File: src/rtl/cp0_ctrl.sv
// cp0_ctrl: coprocessor-0 beside the M stage of the P7 pipelined MIPS core.
// Holds SR (12), Cause (13), EPC (14) and PRId (15), arbitrates interrupts
// against exceptions and raises Req to enter the handler.
//
// Parameters:
//   HW_INT_NUM  hardware interrupt lines (1..6), IP/IM bits 10..10+HW_INT_NUM-1
//   INT_LATCH   0 = level interrupts, 1 = sticky pending bits (W1C via mtc0 13)
//   PRID        constant returned by reg 15
//
// Optional feature macro: CP0_TIMER_EN adds Count (9) / Compare (11) and the
// timer interrupt TI at Cause[8], masked by SR[8].
//
// Ports:
//   clk, reset   clock, synchronous active-high reset
//   CP0We        mtc0 write enable
//   CP0Add       register address for read and write
//   CP0In        mtc0 write data
//   VPC          victim PC of the M-stage instruction
//   BDIn         victim sits in a delay slot
//   ExcCodeIn    exception code from the pipeline, 0 = none
//   HWInt        hardware interrupt lines
//   EXLClr       eret, clears SR.EXL
//   CP0Out       combinational read data
//   EPCOut       current EPC
//   Req          combinational handler-entry request
module cp0_ctrl #(
  parameter int          HW_INT_NUM = 6,
  parameter int          INT_LATCH  = 0,
  parameter logic [31:0] PRID       = 32'h0000_4C00
) (
  input  logic                  clk,
  input  logic                  reset,
  input  logic                  CP0We,
  input  logic [4:0]            CP0Add,
  input  logic [31:0]           CP0In,
  input  logic [31:0]           VPC,
  input  logic                  BDIn,
  input  logic [4:0]            ExcCodeIn,
  input  logic [HW_INT_NUM-1:0] HWInt,
  input  logic                  EXLClr,
  output logic [31:0]           CP0Out,
  output logic [31:0]           EPCOut,
  output logic                  Req
);

  localparam int IMH = 10 + HW_INT_NUM - 1;

  logic [HW_INT_NUM-1:0] im;
  logic [HW_INT_NUM-1:0] ip;
  logic [HW_INT_NUM-1:0] pend;
  logic [HW_INT_NUM-1:0] eff;
  logic                  exl;
  logic                  ie;
  logic                  bd;
  logic [4:0]            exccode;
  logic [31:0]           epc;
  logic                  int_req;
  logic                  exc_req;
  logic                  tim_term;
  logic                  we_ok;
  logic                  we_sr;
  logic                  we_epc;
  logic [31:0]           sr_val;
  logic [31:0]           cause_val;

  // A Req edge swallows any mtc0 issued in the same cycle.
  assign we_ok  = CP0We & ~Req;
  assign we_sr  = we_ok & (CP0Add == 5'd12);
  assign we_epc = we_ok & (CP0Add == 5'd14);

`ifdef CP0_TIMER_EN
  logic [31:0] count;
  logic [31:0] compare;
  logic        ti;
  logic        tim;

  assign tim_term = ti & tim;

  always_ff @(posedge clk) begin
    if (reset) begin
      count   <= 32'h0;
      compare <= 32'h0;
      ti      <= 1'b0;
      tim     <= 1'b0;
    end else begin
      count <= (we_ok && CP0Add == 5'd9) ? CP0In : count + 32'd1;
      if (we_ok && CP0Add == 5'd11) begin
        compare <= CP0In;
        ti      <= 1'b0;
      end else if (count == compare) begin
        ti <= 1'b1;
      end
      if (we_sr) tim <= CP0In[8];
    end
  end
`else
  assign tim_term = 1'b0;
`endif

  generate
    if (INT_LATCH != 0) begin : g_latch
      logic [HW_INT_NUM-1:0] pend_clr;
      assign pend_clr = (we_ok && CP0Add == 5'd13) ? CP0In[IMH:10] : '0;
      // Set beats clear when the line is still high during the W1C write.
      always_ff @(posedge clk) begin
        if (reset) pend <= '0;
        else       pend <= (pend & ~pend_clr) | HWInt;
      end
      assign eff = HWInt | pend;
    end else begin : g_level
      assign pend = '0;
      assign eff  = HWInt;
    end
  endgenerate

  assign int_req = ~exl & ie & ((|(eff & im)) | tim_term);
  assign exc_req = ~exl & (ExcCodeIn != 5'd0);
  assign Req     = int_req | exc_req;
  assign EPCOut  = epc;

  always_ff @(posedge clk) begin
    if (reset) begin
      im      <= '0;
      ip      <= '0;
      exl     <= 1'b0;
      ie      <= 1'b0;
      bd      <= 1'b0;
      exccode <= 5'd0;
      epc     <= 32'h0;
    end else begin
      ip <= eff;
      if (Req) begin
        exl     <= 1'b1;
        bd      <= BDIn;
        exccode <= int_req ? 5'd0 : ExcCodeIn;
        epc     <= BDIn ? VPC - 32'd4 : VPC;
      end else begin
        // eret wins over an SR write's EXL bit but the rest of the write lands.
        if (we_sr) begin
          im  <= CP0In[IMH:10];
          ie  <= CP0In[0];
          exl <= CP0In[1] & ~EXLClr;
        end else if (EXLClr) begin
          exl <= 1'b0;
        end
        if (we_epc) epc <= {CP0In[31:2], 2'b00};
      end
    end
  end

  always_comb begin
    sr_val           = 32'h0;
    sr_val[IMH:10]   = im;
    sr_val[1]        = exl;
    sr_val[0]        = ie;
    cause_val        = 32'h0;
    cause_val[31]    = bd;
    cause_val[IMH:10] = ip;
    cause_val[6:2]   = exccode;
`ifdef CP0_TIMER_EN
    sr_val[8]        = tim;
    cause_val[8]     = ti;
`endif
    case (CP0Add)
      5'd12:   CP0Out = sr_val;
      5'd13:   CP0Out = cause_val;
      5'd14:   CP0Out = epc;
      5'd15:   CP0Out = PRID;
`ifdef CP0_TIMER_EN
      5'd9:    CP0Out = count;
      5'd11:   CP0Out = compare;
`endif
      default: CP0Out = 32'h0;
    endcase
  end

endmodule

File: config.mk
export PLATFORM = sky130hd
export DESIGN_NAME = cp0_ctrl
export DESIGN_NICKNAME = d
export VERILOG_FILES = /design/src/rtl/cp0_ctrl.sv
export SDC_FILE = /design/constraint.sdc
export NUM_CORES = 1
export LEC_CHECK = 0
export CAP_MARGIN = 40
export CORE_MARGIN = 2
export CORE_UTILIZATION = 39
export DETAILED_ROUTE_END_ITERATION = 10
export PLACE_DENSITY = 0.77
export SETUP_SLACK_MARGIN = 0.05
export SLEW_MARGIN = 0
export SYNTH_ARGS = -nofsm -noshare
export SYNTH_HDL_FRONTEND = slang
export SYNTH_SLANG_ARGS = --single-unit
File: constraint.sdc
create_clock -name clk -period 1.85 [get_ports clk]
set_input_delay 0.37 -clock clk [delete_from_list [all_inputs] [get_ports clk]]
set_output_delay 0.37 -clock clk [all_outputs]
set_load 0.02 [all_outputs]
# Word-level counts from Yosys, hierarchy flattened
# Cells that the tools add are included.
dict set report classes {
  eq_ne 4
  bitwise 12
  reduce_logical 5
  mux 8
  addsub 1
}
# cell count
set ops {}
lappend ops {{$pmux W32 S4} 1}
lappend ops {{$mux W32} 3}
lappend ops {{$sub A32 B3 Y32 const B} 1}
lappend ops {{$eq A5 B4 Y1 const B} 4}
lappend ops {{$and A1 B1 Y1} 7}
lappend ops {{$and A6 B6 Y6} 1}
lappend ops {{$reduce_or A6 Y1} 1}
lappend ops {{$mux W5} 1}
lappend ops {{$reduce_bool A5 Y1} 1}
lappend ops {{$mux W1} 3}
lappend ops {{$not A1 Y1} 3}
lappend ops {{$reduce_bool A3 Y1} 1}
lappend ops {{$reduce_and A2 Y1} 1}
lappend ops {{$reduce_bool A2 Y1} 1}
lappend ops {{$or A1 B1 Y1} 1}
dict set report word_totals {
  out_inout_bits 65
  word_cells 37
  inputBits 85
  reg_bits 52
}

# Depth between registers and ports, before layout
# Gate-level depths: netlist of the first run.
dict set report logic_depth {
  depth_word 9
  depth_mapped 8
  ltp_nobuf 6
}

# Worst setup path before layout of the first run
# Ideal clock, no wire load.
dict set report synth_timing {
  path_kind {input port to output port}
  startpoint {in CP0Add[0]}
  endpoint {out CP0Out[10]}
  stages 6
  path_slack_ns -0.292
  arrival_time_ns 1.772
  path_buffers 3
  path_cell_list {nor4bb_1 -> clkbuf_1 -> clkbuf_1 -> clkbuf_1 -> a21oi_1 -> o21ai_1}
}
dict set report synth_between {
  elab_chain_cells 2
  elab_cells_between_ends 5
}
# element line_no
set synth_lines {}
lappend synth_lines {{start: declaration} 34} ;# input logic [4:0] CP0Add,
lappend synth_lines {{$eq A5 B4 Y1} 164} ;# case (CP0Add)
lappend synth_lines {{$pmux W32 S4 (*)} 164}
lappend synth_lines {{end: declaration} 41} ;# output logic [31:0] CP0Out,
# Mark *: on every way between the ends. The rest lies on a longest branch, timed or not.

# Worst setup path after layout of the first run
dict set report layout_timing {
  startpoint {in ExcCodeIn[4]}
  endpoint {reg epc[21] (netlist: EPCOut[21])}
}
dict set report layout_between {
  elab_chain_cells 7
  elab_cells_between_ends 8
}
# element line_no
set layout_lines {}
lappend layout_lines {{start: declaration} 38} ;# input logic [4:0] ExcCodeIn,
lappend layout_lines {{$reduce_bool A5 Y1 (*)} 117} ;# assign exc_req = ~exl & (ExcCodeIn != 5'd0);
lappend layout_lines {{$and A1 B1 Y1 (*)} 117}
lappend layout_lines {{$or A1 B1 Y1 (*)} 118} ;# assign Req = int_req | exc_req;
lappend layout_lines {{$not A1 Y1 (no source line)} -}
lappend layout_lines {{$and A1 B1 Y1} 67} ;# assign we_ok = CP0We & ~Req;
lappend layout_lines {{$and A1 B1 Y1} 69} ;# assign we_epc = we_ok & (CP0Add == 5'd14);
lappend layout_lines {{$reduce_bool A2 Y1 (no source line)} -}
lappend layout_lines {{end signal: assignment} 136} ;# epc <= BDIn ? VPC - 32'd4 : VPC;
lappend layout_lines {{end signal: assignment} 146} ;# if (we_epc) epc <= {CP0In[31:2], 2'b00};
lappend layout_lines {{end: declaration} 56} ;# logic [31:0] epc;
# Marked as above.
# A chain may end at the register's enable or synchronous reset.

==> results.md, run 1 <==
* Post-Synthesis Mean Instance Area at 8.274 sq um
* Mapped Cells at 429
* Vias at 5202
* Worst Slack Setup Final at -0.1009 ns
* Routed vias/inst at 6.652
* Grt ovf at 0
* PD cells at around 470 nW/um^2
* Syn nets at 515
* Ys async rst share at 0%
* First-pass GRT wire length at around 25 mm
* Detail Route Antenna Nets at 0
* RSZ-0062 raised after global routing: yes
* Critical Path Start: ExcCodeIn[4]
* Clk root buf: clkbuf_8
* Total die area at between 9000 and 10000 sq um
* CTS clk-pin slew, worst paths at 0.11 ns
* # rows at 34
* Clock insertion delay at the later pin of the skew report at 0.32 ns
* WL final at 19.68 mm
* Clock Path Buffers at 2
* Fmax at ~0.5 GHz
* Worst clock skew at 0.01011 ns
* Status: finished with violations
* Final period demand of the worst path at 1.951 ns
* Initial Util at 40.51%
* Synthesized area at around 3500 sq um
* Port buffer count at 149
* Largest net degree at the start of global routing at 47
* Pwr Total at 3428 uW
* Initial antenna violation count at 0
* Num CTS Buffers at 5
* Number of flops mapped to enable cells by yosys at 0
* Fin area at between 7000 and 8000 sq um
* Critical path class: input pin to flip-flop
* Worst hold path type: input pin to flip-flop
* Reg-to-reg startpoint: im[5]
* R2R Setup Slk at -0.06 ns
* Post-Layout Cell Count at ~780
* Final Cycle Share at 105.5%
* Vias in the first global route at 4799
* Worst Hold Depth at 3
* Worst-Margin Slew at 0.5105 ns
* Sequential area share after synthesis at 29.33%
* Slew Limit Fails at 0
* Cell Area, Placed at about 6000 sq um
* Gr usage total at around 32%
* Die Span Y at 99.40 microns
* Fin nets at 759
* R2R Path End: EPCOut[14]
* Lkg Pwr at 0.002829 uW
* Synth Warn # at 0
* Main flop type after synthesis: dfxtp_1
* Final Setup Violations at 23
* Layout area overhead at 103.9%
* Cell variety after synth at 54
* Ports at 150
* N_diodes at 0
* Hold Fails Final Rpt at 0
* Arrival time at the worst endpoint at around 2.2 ns
* HP Start: ExcCodeIn[2]
* Failing checks: negative setup slack
* Fin Hold WS at 0.3416 ns
* Die width at between 90 and 100 microns
* Worst hold path endpoint: exccode[2]
* Routed WL per cell at 25.16 microns
* Drt pass-1 iters at 5
* CP Capture Type: flip-flop
* RePlAce Congestion at 0.9479
* CTS tree: built
* Layout cells sized above 1 at 45.40%
* Worst EP required at 2.05 ns
* H-Tree Depth at 2
* Placed Cells incl. Taps at ~740
* Worst reg2reg path depth at 8
* DR iter-0 viols at 511
* Core area at 8763 sq um
* CTS sink cnt at between 50 and 60
* DP HPWL at 10.72 mm
* Crit start category: input pin
* Yosys reg bits at between 50 and 60
* DR DRC count at 0
* Relative slew margins at between 60% and 70%
* Total of max-cap violations at 0
* Critical path peak fanout at 8
* Peak VDD IR at 0.0004207 V
-- cell type report --
type                            instances  area [sq um]
Tap cell                              108         135.1
Multi-Input combinational cell        327          3166
Fill cell                             436          1526
Clock inverter                          3         46.29
Inverter                                7         28.78
Timing Repair Buffer                  280          2746
Clock buffer                            5         68.82
Sequential cell                        52          1046
-- kinds of logic (layout without fill, tap and decap cells) --
group	Yosys count	after routing	share of synthesized area [%]
compound gates	136	136	28.23
xor+xnor	9	9	2.221
fa+ha+maj	1	1	0.3524
buf+inv	50	295	5.745
flops	52	52	29.33
mux	16	16	4.512
simple gates	165	165	29.61
-- per-layer routing --
metal	GRT usage [%]	routed length, microns	vias to the layer above
li1	-	-	2186
met1	39.24	7007	2480
met2	56.50	9484	429
met3	5.130	2016	107
met4	13.80	1167	0
met5	0	0	-
-- placed cells by master, fill, tap and decap left out, types with 16 or more instances in the layout --
cell / instances
buf_4: 101
clkdlybuf4s50_1: 81
dfxtp_1: 48
buf_6: 47
and3_1: 25
a21boi_0: 23
nand2_1: 18
and3_4: 17
mux2i_1: 16
-- through the flow --
step	util, %	setup WS [ns]	setup TNS [ns]
6_report	82.58	-0.1009	-0.8763
5_1_grt	82.58	-0.09120	-1.691
4_1_cts	77.53	-0.08724	-0.6843
3_5_place_dp	67.92	-0.8476	-54.42
3_3_place_gp	67.92	-0.7955	-50.86
2_1_floorplan	-	-0.07453	-0.7173
-- flip-flops by register name (all words and copies together) (netlist names) --
register and flops:
EPCOut 32, bd 1, exccode 5, exl 1, ie 1, im 6, ip 6
-- synthesized netlist by cell type, types with 5 or more instances --
master | n | area share, %
a211oi_1 | 17 | 3.6
a21boi_0 | 24 | 5.1
a21oi_1 | 12 | 1.7
a22o_1 | 6 | 1.5
a22oi_1 | 9 | 1.9
a31oi_1 | 14 | 2.5
and3_1 | 42 | 7.4
buf_2 | 7 | 0.99
clkbuf_1 | 35 | 3.7
dfxtp_1 | 52 | 29
inv_1 | 6 | 0.63
mux2i_1 | 16 | 4.5
nand2_1 | 19 | 2.0
nand3_1 | 6 | 0.85
nand4_1 | 7 | 1.2
nor2_1 | 12 | 1.3
nor2b_1 | 6 | 1.1
nor3_1 | 7 | 0.99
nor4_1 | 14 | 2.5
o21ai_0 | 8 | 1.1
o21ai_1 | 5 | 0.70
o31ai_1 | 10 | 2.1
o41ai_1 | 17 | 4.2
or3_1 | 5 | 0.88
or3b_1 | 6 | 1.5
or4_1 | 15 | 3.2
or4b_1 | 5 | 1.4
xor2_1 | 6 | 1.5
-- worst max path at each step --
stage                            end  slack (ns)  depth (start not counted)
after detailed placement  CP0Out[13]       -0.85                          6
after floorplan                  Req       -0.07                          6
after global placement           Req       -0.80                          6
final                     EPCOut[21]       -0.10                          7
after global routing      EPCOut[28]       -0.09                          7
after CTS                        Req       -0.09                          6
-- report_power, final --
part | internal, uW | total (uW) | leakage, uW | switching [uW]
Clock | 409 | 855 | 0.0000548 | 446
Sequential | 1200 | 1290 | 0.000433 | 89.4
Combinational | 644 | 1280 | 0.00234 | 636
Total | 2260 | 3430 | 0.00283 | 1170
-- critical path, cell delays in order --
cell	delay [ns]
clkdlybuf4s15_1	0.20
or4_4	0.46
o21a_4	0.26
buf_12	0.15
buf_4	0.20
o41ai_4	0.44
a31oi_1	0.08
-- repair_timing --
item / 4_1_cts / 5_1_grt
pin swaps: 34 / 46
resized for setup: 327 / 104
endpoints found under the setup margin: 78 / 73
setup buffers: 19 / 8
hold buffers: 0 / 0
gates cloned: 8 / 2
Note: power is estimated with default switching activity, not from simulation.
==> inputs of run 2 (changes only) <==
--- a/config.mk
+++ b/config.mk
@@ -9,6 +9,7 @@
 export CORE_MARGIN = 2
 export CORE_UTILIZATION = 39
 export DETAILED_ROUTE_END_ITERATION = 10
+export HOLD_SLACK_MARGIN = 0.02
 export PLACE_DENSITY = 0.77
 export SETUP_SLACK_MARGIN = 0.05
 export SLEW_MARGIN = 0
==> results of run 2 <==
Final layout, timing and power as in run 1 (identical DEF).
==> inputs of run 3 (changes only) <==
--- a/config.mk
+++ b/config.mk
@@ -5,12 +5,14 @@
 export SDC_FILE = /design/constraint.sdc
 export NUM_CORES = 1
 export LEC_CHECK = 0
-export CAP_MARGIN = 40
+export CAP_MARGIN = 20
+export CELL_PAD_IN_SITES_DETAIL_PLACEMENT = 0
+export CELL_PAD_IN_SITES_GLOBAL_PLACEMENT = 1
 export CORE_MARGIN = 2
-export CORE_UTILIZATION = 39
+export CORE_UTILIZATION = 28
 export DETAILED_ROUTE_END_ITERATION = 10
 export HOLD_SLACK_MARGIN = 0.02
-export PLACE_DENSITY = 0.77
+export PLACE_DENSITY_LB_ADDON = 0.1
 export SETUP_SLACK_MARGIN = 0.05
 export SLEW_MARGIN = 0
 export SYNTH_ARGS = -nofsm -noshare
==> run 3 against run 2 <==
The flow still finishes with violations (negative setup slack). Flip-flop and latch count stayed put. Register-to-register slack better by 0.08 ns. Power is 1.0% lower. Clock-buffer cell count is 1 higher. Cell count is 8.1% higher. Critical path type is now input pin to output port. Critical endpoint is now Req. Sequential share of layout area hardly changed. Clock power is 5.3% higher. Die area is 38% higher.
==> results.md, run 3 (synthesized netlist as in run 1, its figures left out) <==
* Total of max-cap violations at 0
* Core area at between 10000 and 15000 sq um
* N_diodes at 0
* Cts hold-fix bufs at 0
* WL final at 16.31 mm
* FILL cells at 1132
* Final period demand of the worst path at around 1.9 ns
* Post-Layout Cell Count at 845
* Relative slew margins at 72.04%
* Initial Util at 28.36%
* Placed Cells incl. Taps at ~810
* CTS sink cnt at 52
* Failing checks: negative setup slack
* Most frequent cells in the layout: buf_4 (100), clkdlybuf4s50_1 (79), dfxtp_1 (50)
* Critical path peak fanout at 4
* H-Tree Depth at 2
* Setup TNS at -0.3478 ns
* Die Span Y at between 100 and 150 microns
* Routed WL per cell at just under 20 microns
* Number of flip-flops in the largest register at 32
* Critical path class: input pin to output port
* HP Start: ExcCodeIn[2]
* Worst hold path endpoint: exccode[2]
* Ports at 150
* Worst clock skew at between 0.006 and 0.007 ns
* DR iter-0 viols at 208
* CTS tree: built
* Gr usage total at 22.70%
* First-pass GRT wire length at 23.61 mm
* Final Setup Violations at 11
* Lkg Pwr at approximately 0.0028 uW
* R2R Setup Slk at ~0.020 ns
* Worst EP required at between 1 and 1.5 ns
* Slew Limit Fails at 0
* Grt ovf at 0
* CP dominant cell by count: buf_6
* Fmax at ~0.52 GHz
* Commonest non-fill, non-tap cell in the layout: buf_4
* RSZ-0062 raised after global routing: yes
* Clock Path Buffers at 2
* Final Cycle Share at 103.5%
* CTS clk-pin slew, worst paths at 0.06 ns
* PD cells at around 470 nW/um^2
* Status: finished with violations
* Routed vias/inst at about 5.3
* Largest net degree at the start of global routing at 47
* Peak VDD IR at 0.0002896 V
* Vias in the first global route at 4213
* Worst Hold Depth at 3
* Footprint of the multi-input gates at 3049 sq um
* # rows at 41
* Slowest CP cell: or4_4
* DR DRC count at 0
* R2R Path End: EPCOut[1]
* RePlAce Congestion at 0.8562
* Port buffer count at 149
* Initial antenna violation count at 0
* Drt pass-1 iters at 4
* Clk root buf: clkbuf_16
* Worst-Margin Slew at about 0.42 ns
* Worst Slack Setup Final at -0.06387 ns
* Worst stage delay on the critical path at 0.53 ns
* Clock insertion delay at the later pin of the skew report at 0.29 ns
* Die width at 116.6 microns
* Total die area at 13590 sq um
* Reg-to-reg startpoint: im[1]
* Worst hold path type: input pin to flip-flop
* Num CTS Buffers at 5
* Worst reg2reg path depth at 6
* Vias at 4476
* Hold Fails Final Rpt at 0
* Detail Route Antenna Nets at 0
* CP Capture Type: output port
* DP HPWL at between 10 and 15 mm
* Layout area overhead at 103.7%
* Layout cells sized above 1 at 44.28%
* Worst-path cell chain: buf_6 > or4_4 > o21a_4 > nor2_8 > inv_4 > buf_6
* Arrival time at the worst endpoint at between 1.5 and 2 ns
* Crit start category: input pin
* Seq. cell area at approximately 1000 sq um
* Fin nets at 759
-- run 3: worst max-delay path, delay by kind of cell --
kind	cells	cell delay [ns]
AO/OA/AOI/OAI	1	0.26
buffers and inverters	3	0.26
AND/OR/NAND/NOR	2	0.64
-- run 3: layout make-up --
type                    instances  share of cell area (%)
flip-flops and latches         52                   14.43
inverters                       7                  0.3979
well taps                     172                   2.976
clock inverters                 1                 0.06920
clock buffers                   6                   1.782
repair buffers                280                   38.18
multi-input cells             327                   42.16
-- run 3: worst max path at each step --
stage / start / to / depth (start not counted)
after floorplan: ExcCodeIn[1] / Req / 6
after global routing: im[2] / Req / 6
after detailed placement: CP0Add[3] / CP0Out[12] / 6
final: ExcCodeIn[1] / Req / 6
after CTS: ExcCodeIn[2] / Req / 6
after global placement: CP0Add[3] / CP0Out[15] / 6
-- run 3: through the flow --
step	total power, uW	worst slack, ns	cell area [sq um]	hold slack [ns]	util, %
after floorplan	1716	-0.07453	3754	0.4471	-
after global placement	2289	-0.8234	6070	0.5399	48.49
after detailed placement	2299	-0.8719	6070	0.5428	48.49
after CTS	3351	-0.1150	6813	0.3540	54.43
after global routing	3539	-0.09060	7232	0.3658	57.78
final	3393	-0.06387	7232	0.3668	57.78
-- run 3: power breakdown --
| group | internal (uW) | switching (uW) |
|---|---|---|
| clock network | 493 | 406 |
| logic | 649 | 567 |
| registers | 1200 | 73.0 |
| total | 2350 | 1050 |
-- run 3: per-layer routing --
metal / up-vias / part of all wire, % / track usage (%)
li1: 2181 / - / -
met1: 2157 / 45 / 31.52
met2: 123 / 49 / 37.91
met3: 15 / 3.8 / 2.335
met4: 0 / 1.4 / 5.569
met5: - / 0 / 0
-- run 3: repair_timing --
action / in CTS / in global routing
resized for setup: 319 / 110
setup endpoints to repair: 79 / 72
gates cloned: 7 / 6
buffers inserted: 12 / 11
pin swaps: 35 / 40
==> RTL change: new RTL, flow settings as in run 2 <==
`INT_LATCH`: 0 -> 1. Comments in the files are not updated.
--- a/src/rtl/cp0_ctrl.sv
+++ b/src/rtl/cp0_ctrl.sv
@@ -27,3 +27,3 @@
   parameter int          HW_INT_NUM = 6,
-  parameter int          INT_LATCH  = 0,
+  parameter int          INT_LATCH  = 1,
   parameter logic [31:0] PRID       = 32'h0000_4C00
Behaviour: not the same (Yosys sat finds a counterexample within 4 cycles, from zero or initial values and one cycle with reset high).
==> RTL change against run 2 <==
The run still ends with setup timing left. Setup slack hardly changed. Worst hold slack barely moved. Sequential cell count grew 6. Power grew 20%. Sequential power is 12% higher. Final cell count shrank 3.6%. Synthesized area is 1.9% lower. Cell area fell by 6.2%. Routed wire length fell by 23%. Maximum frequency barely moved.
==> RTL change: results (changes against run 2) <==
Parameter                              Value

Setup path
  R2r worst-path depth ... 8 (unchanged)
  End of the worst register-to-register path ... EPCOut[9]
  Largest stage delay on the critical path ... 0.27 ns (-0.19 ns)
  Crit-path slowest cell ... sky130_fd_sc_hd__nor4bb_4
  Arrival time of the worst setup path ... 1.58 ns (-0.57 ns)
  R2R Setup Slk ... 0 ns (+0.06 ns)
  Worst reg2reg startpoint ... pend[5]
  Largest driver fanout on the critical path ... 5 (-3)

Timing
  Clock skew ... 0.00773 ns (-0.00238 ns)
  Worst Setup Slack, final ... -0.101 ns (-0.000343 ns)
  Worst Hold Margin ... 0.342 ns (+0.000221 ns)
  Slew of the pin with the lowest slew margin ... 0.632 ns (+0.122 ns)
  Setup violation total in the final timing report ... 32 (+39%)

Drt
  Routed wire per std cell ... 20.0 um (-20%)
  Vias per cell ... 5.76 (-13%)
  TritonRoute pass-1 iters ... 5 (unchanged)
  Routed Wire Length ... 15.1 mm (-23%)
  Violation count after the first detailed-routing iteration ... 234 (-54%)

Logic synthesis
  Synth top area cells ... sky130_fd_sc_hd__dfxtp_1, sky130_fd_sc_hd__mux2i_1, sky130_fd_sc_hd__xnor2_1
  Post-Synthesis Net Count ... 491 (-4.7%)
  Synth Area per Inst ... 8.60 sq um (+3.9%)
  Top cells by count, synth ... sky130_fd_sc_hd__dfxtp_1, sky130_fd_sc_hd__nor2_1, sky130_fd_sc_hd__o21ai_0
  Number of warnings reported in the yosys synthesis log ... 0 (unchanged)
  Count of cell types in the netlist ... 53 (-1.9%)
  Sequential-to-total area share from yosys stat ... 33.3% (+4.0 points)

Power and ir drop
  Max VDD drop ... 0.000424 V (+0.78%)
  Lkg Pwr ... 2.90 nW (+2.5%)
  Internal power component ... 0.00289 W (+28%)

Global route
  Grt total ovfl ... 0 (unchanged)
  Overall track demand over capacity in global routing ... 26.4% (-5.9 points)
  Wire length of the first global-routing pass ... 21.0 mm (-17%)
  Initial antenna violation count ... 0 (unchanged)
  Via count of the first global-routing pass ... 4211 (-12%)
  Maximum number of pins on one net before global-route repair ... 34 (-28%)

Clock tree
  Clock latency of the later-clocked register in the worst-skew pair ... 0.34 ns (+0.02 ns)
  TritonCTS Buffers ... 9 (+4)
  H-tree level count ... 3 (+1)
  Clock transition at the register clock pins on the worst setup and hold paths after CTS ... 0.07 ns (-0.04 ns)

Worst hold path
  Beginning of the worst hold path ... ExcCodeIn[3]
  Worst min-delay path endpoint ... exccode[3]
  Kind of path behind the tightest hold check ... in2reg

Status
  Status ... finished with violations
  Violations in the final reports ... setup timing

Placement
  Number of placed instances, taps included ... 719 (-2.7%)
  Worst setup slack before clock tree synthesis ... -0.966 ns (-0.118 ns)
  Post-detail-place hpwl ... 9.38 mm (-13%)
  Final weighted congestion of routability-driven global placement ... 0.850 (-10%)

Final layout
  Fill cells ... 519 (+19%)
  Nets@finish ... 727 (-4.2%)
  Layout cells sized above 1 ... 43.3% (-2.1 points)
==> RTL change: changes by cell type after synthesis, sizes merged, moves of 15 or more <==
| cell | delta |
|---|---|
| nor2 | +28 |
| a21boi | -24 |
| xnor2 | +20 |
| and3 | -19 |
| o41ai | -17 |
| o21ai | +16 |
| mux2 | +15 |
==> RTL change: repair_timing <==
action,in CTS,in global routing
hold buffers,0,0
gates cloned,2,3
endpoints found under the setup margin,80,80
gates resized for setup,313,101
endpoints found under the hold margin,0,0
buffers inserted,7,10
pin swaps,41,27
==> RTL change: power by group through the flow <==
stage / registers [W] / logic, W / clock network [W]
finish: 0.00144 / 0.00117 / 0.00151
CTS: 0.00143 / 0.00103 / 0.00150
global route: 0.00145 / 0.00123 / 0.00156
global placement: 0.00145 / 0.000952 / 0
floorplan: 0.00152 / 0.000355 / 0
detailed placement: 0.00145 / 0.000974 / 0
==> RTL change: kinds of logic after synthesis <==
logic type | share of synthesized area (%)
compound gates | 18.5
xor+xnor | 6.29
fa+ha+maj | 0.359
buf+inv | 6.43
flops | 33.3
mux | 12.0
simple gates | 23.0
==> RTL change: critical path: cells and delay by family <==
kind	cells	cell delay (ns)
AND/OR/NAND/NOR	2	0.43
buffers and inverters	6	0.78
==> RTL change: per-stage QoR <==
stage	total power, W	util (%)	cell area (sq um)	setup TNS, ns
floorplan	0.00187	-	3570	-1.02
global placement	0.00240	66.1	5740	-62.65
detailed placement	0.00242	66.1	5740	-64.99
CTS	0.00396	72.3	6280	-2.70
global route	0.00424	78.2	6790	-3.21
finish	0.00412	78.2	6790	-1.66
==> RTL change: area by class of cell <==
cell class	instances	area [sq um]	area share [%]
clock buffers	9	124	1.82
clock inverters	7	125	1.84
inverters	13	48.8	0.719
multi-input cells	304	2590	38.2
flip-flops and latches	58	1160	17.1
well taps	108	135	1.99
repair buffers	255	2600	38.3
==> RTL change: how the worst max path moves through the flow <==
stage,start,to,cells past startpoint
2_1_floorplan,VPC[20],EPCOut[31],6
3_3_place_gp,CP0Add[4],CP0Out[17],7
3_5_place_dp,CP0Add[4],CP0Out[17],7
4_1_cts,CP0Add[0],CP0Out[13],8
5_1_grt,CP0Add[4],CP0Out[19],8
6_report,CP0Add[4],CP0Out[19],8
==> RTL change: routing by layer <==
metal  share of wire (%)  routed length, um  global-route usage [%]  vias to the layer above
met2                  51               7670                    47.1                      211
met1                  39               5940                    31.7                     2122
met5                   0                  0                       0                        -
li1                    -                  -                       -                     1958
met3                 6.0                911                    4.82                       52
met4                 3.9                588                    9.59                        0
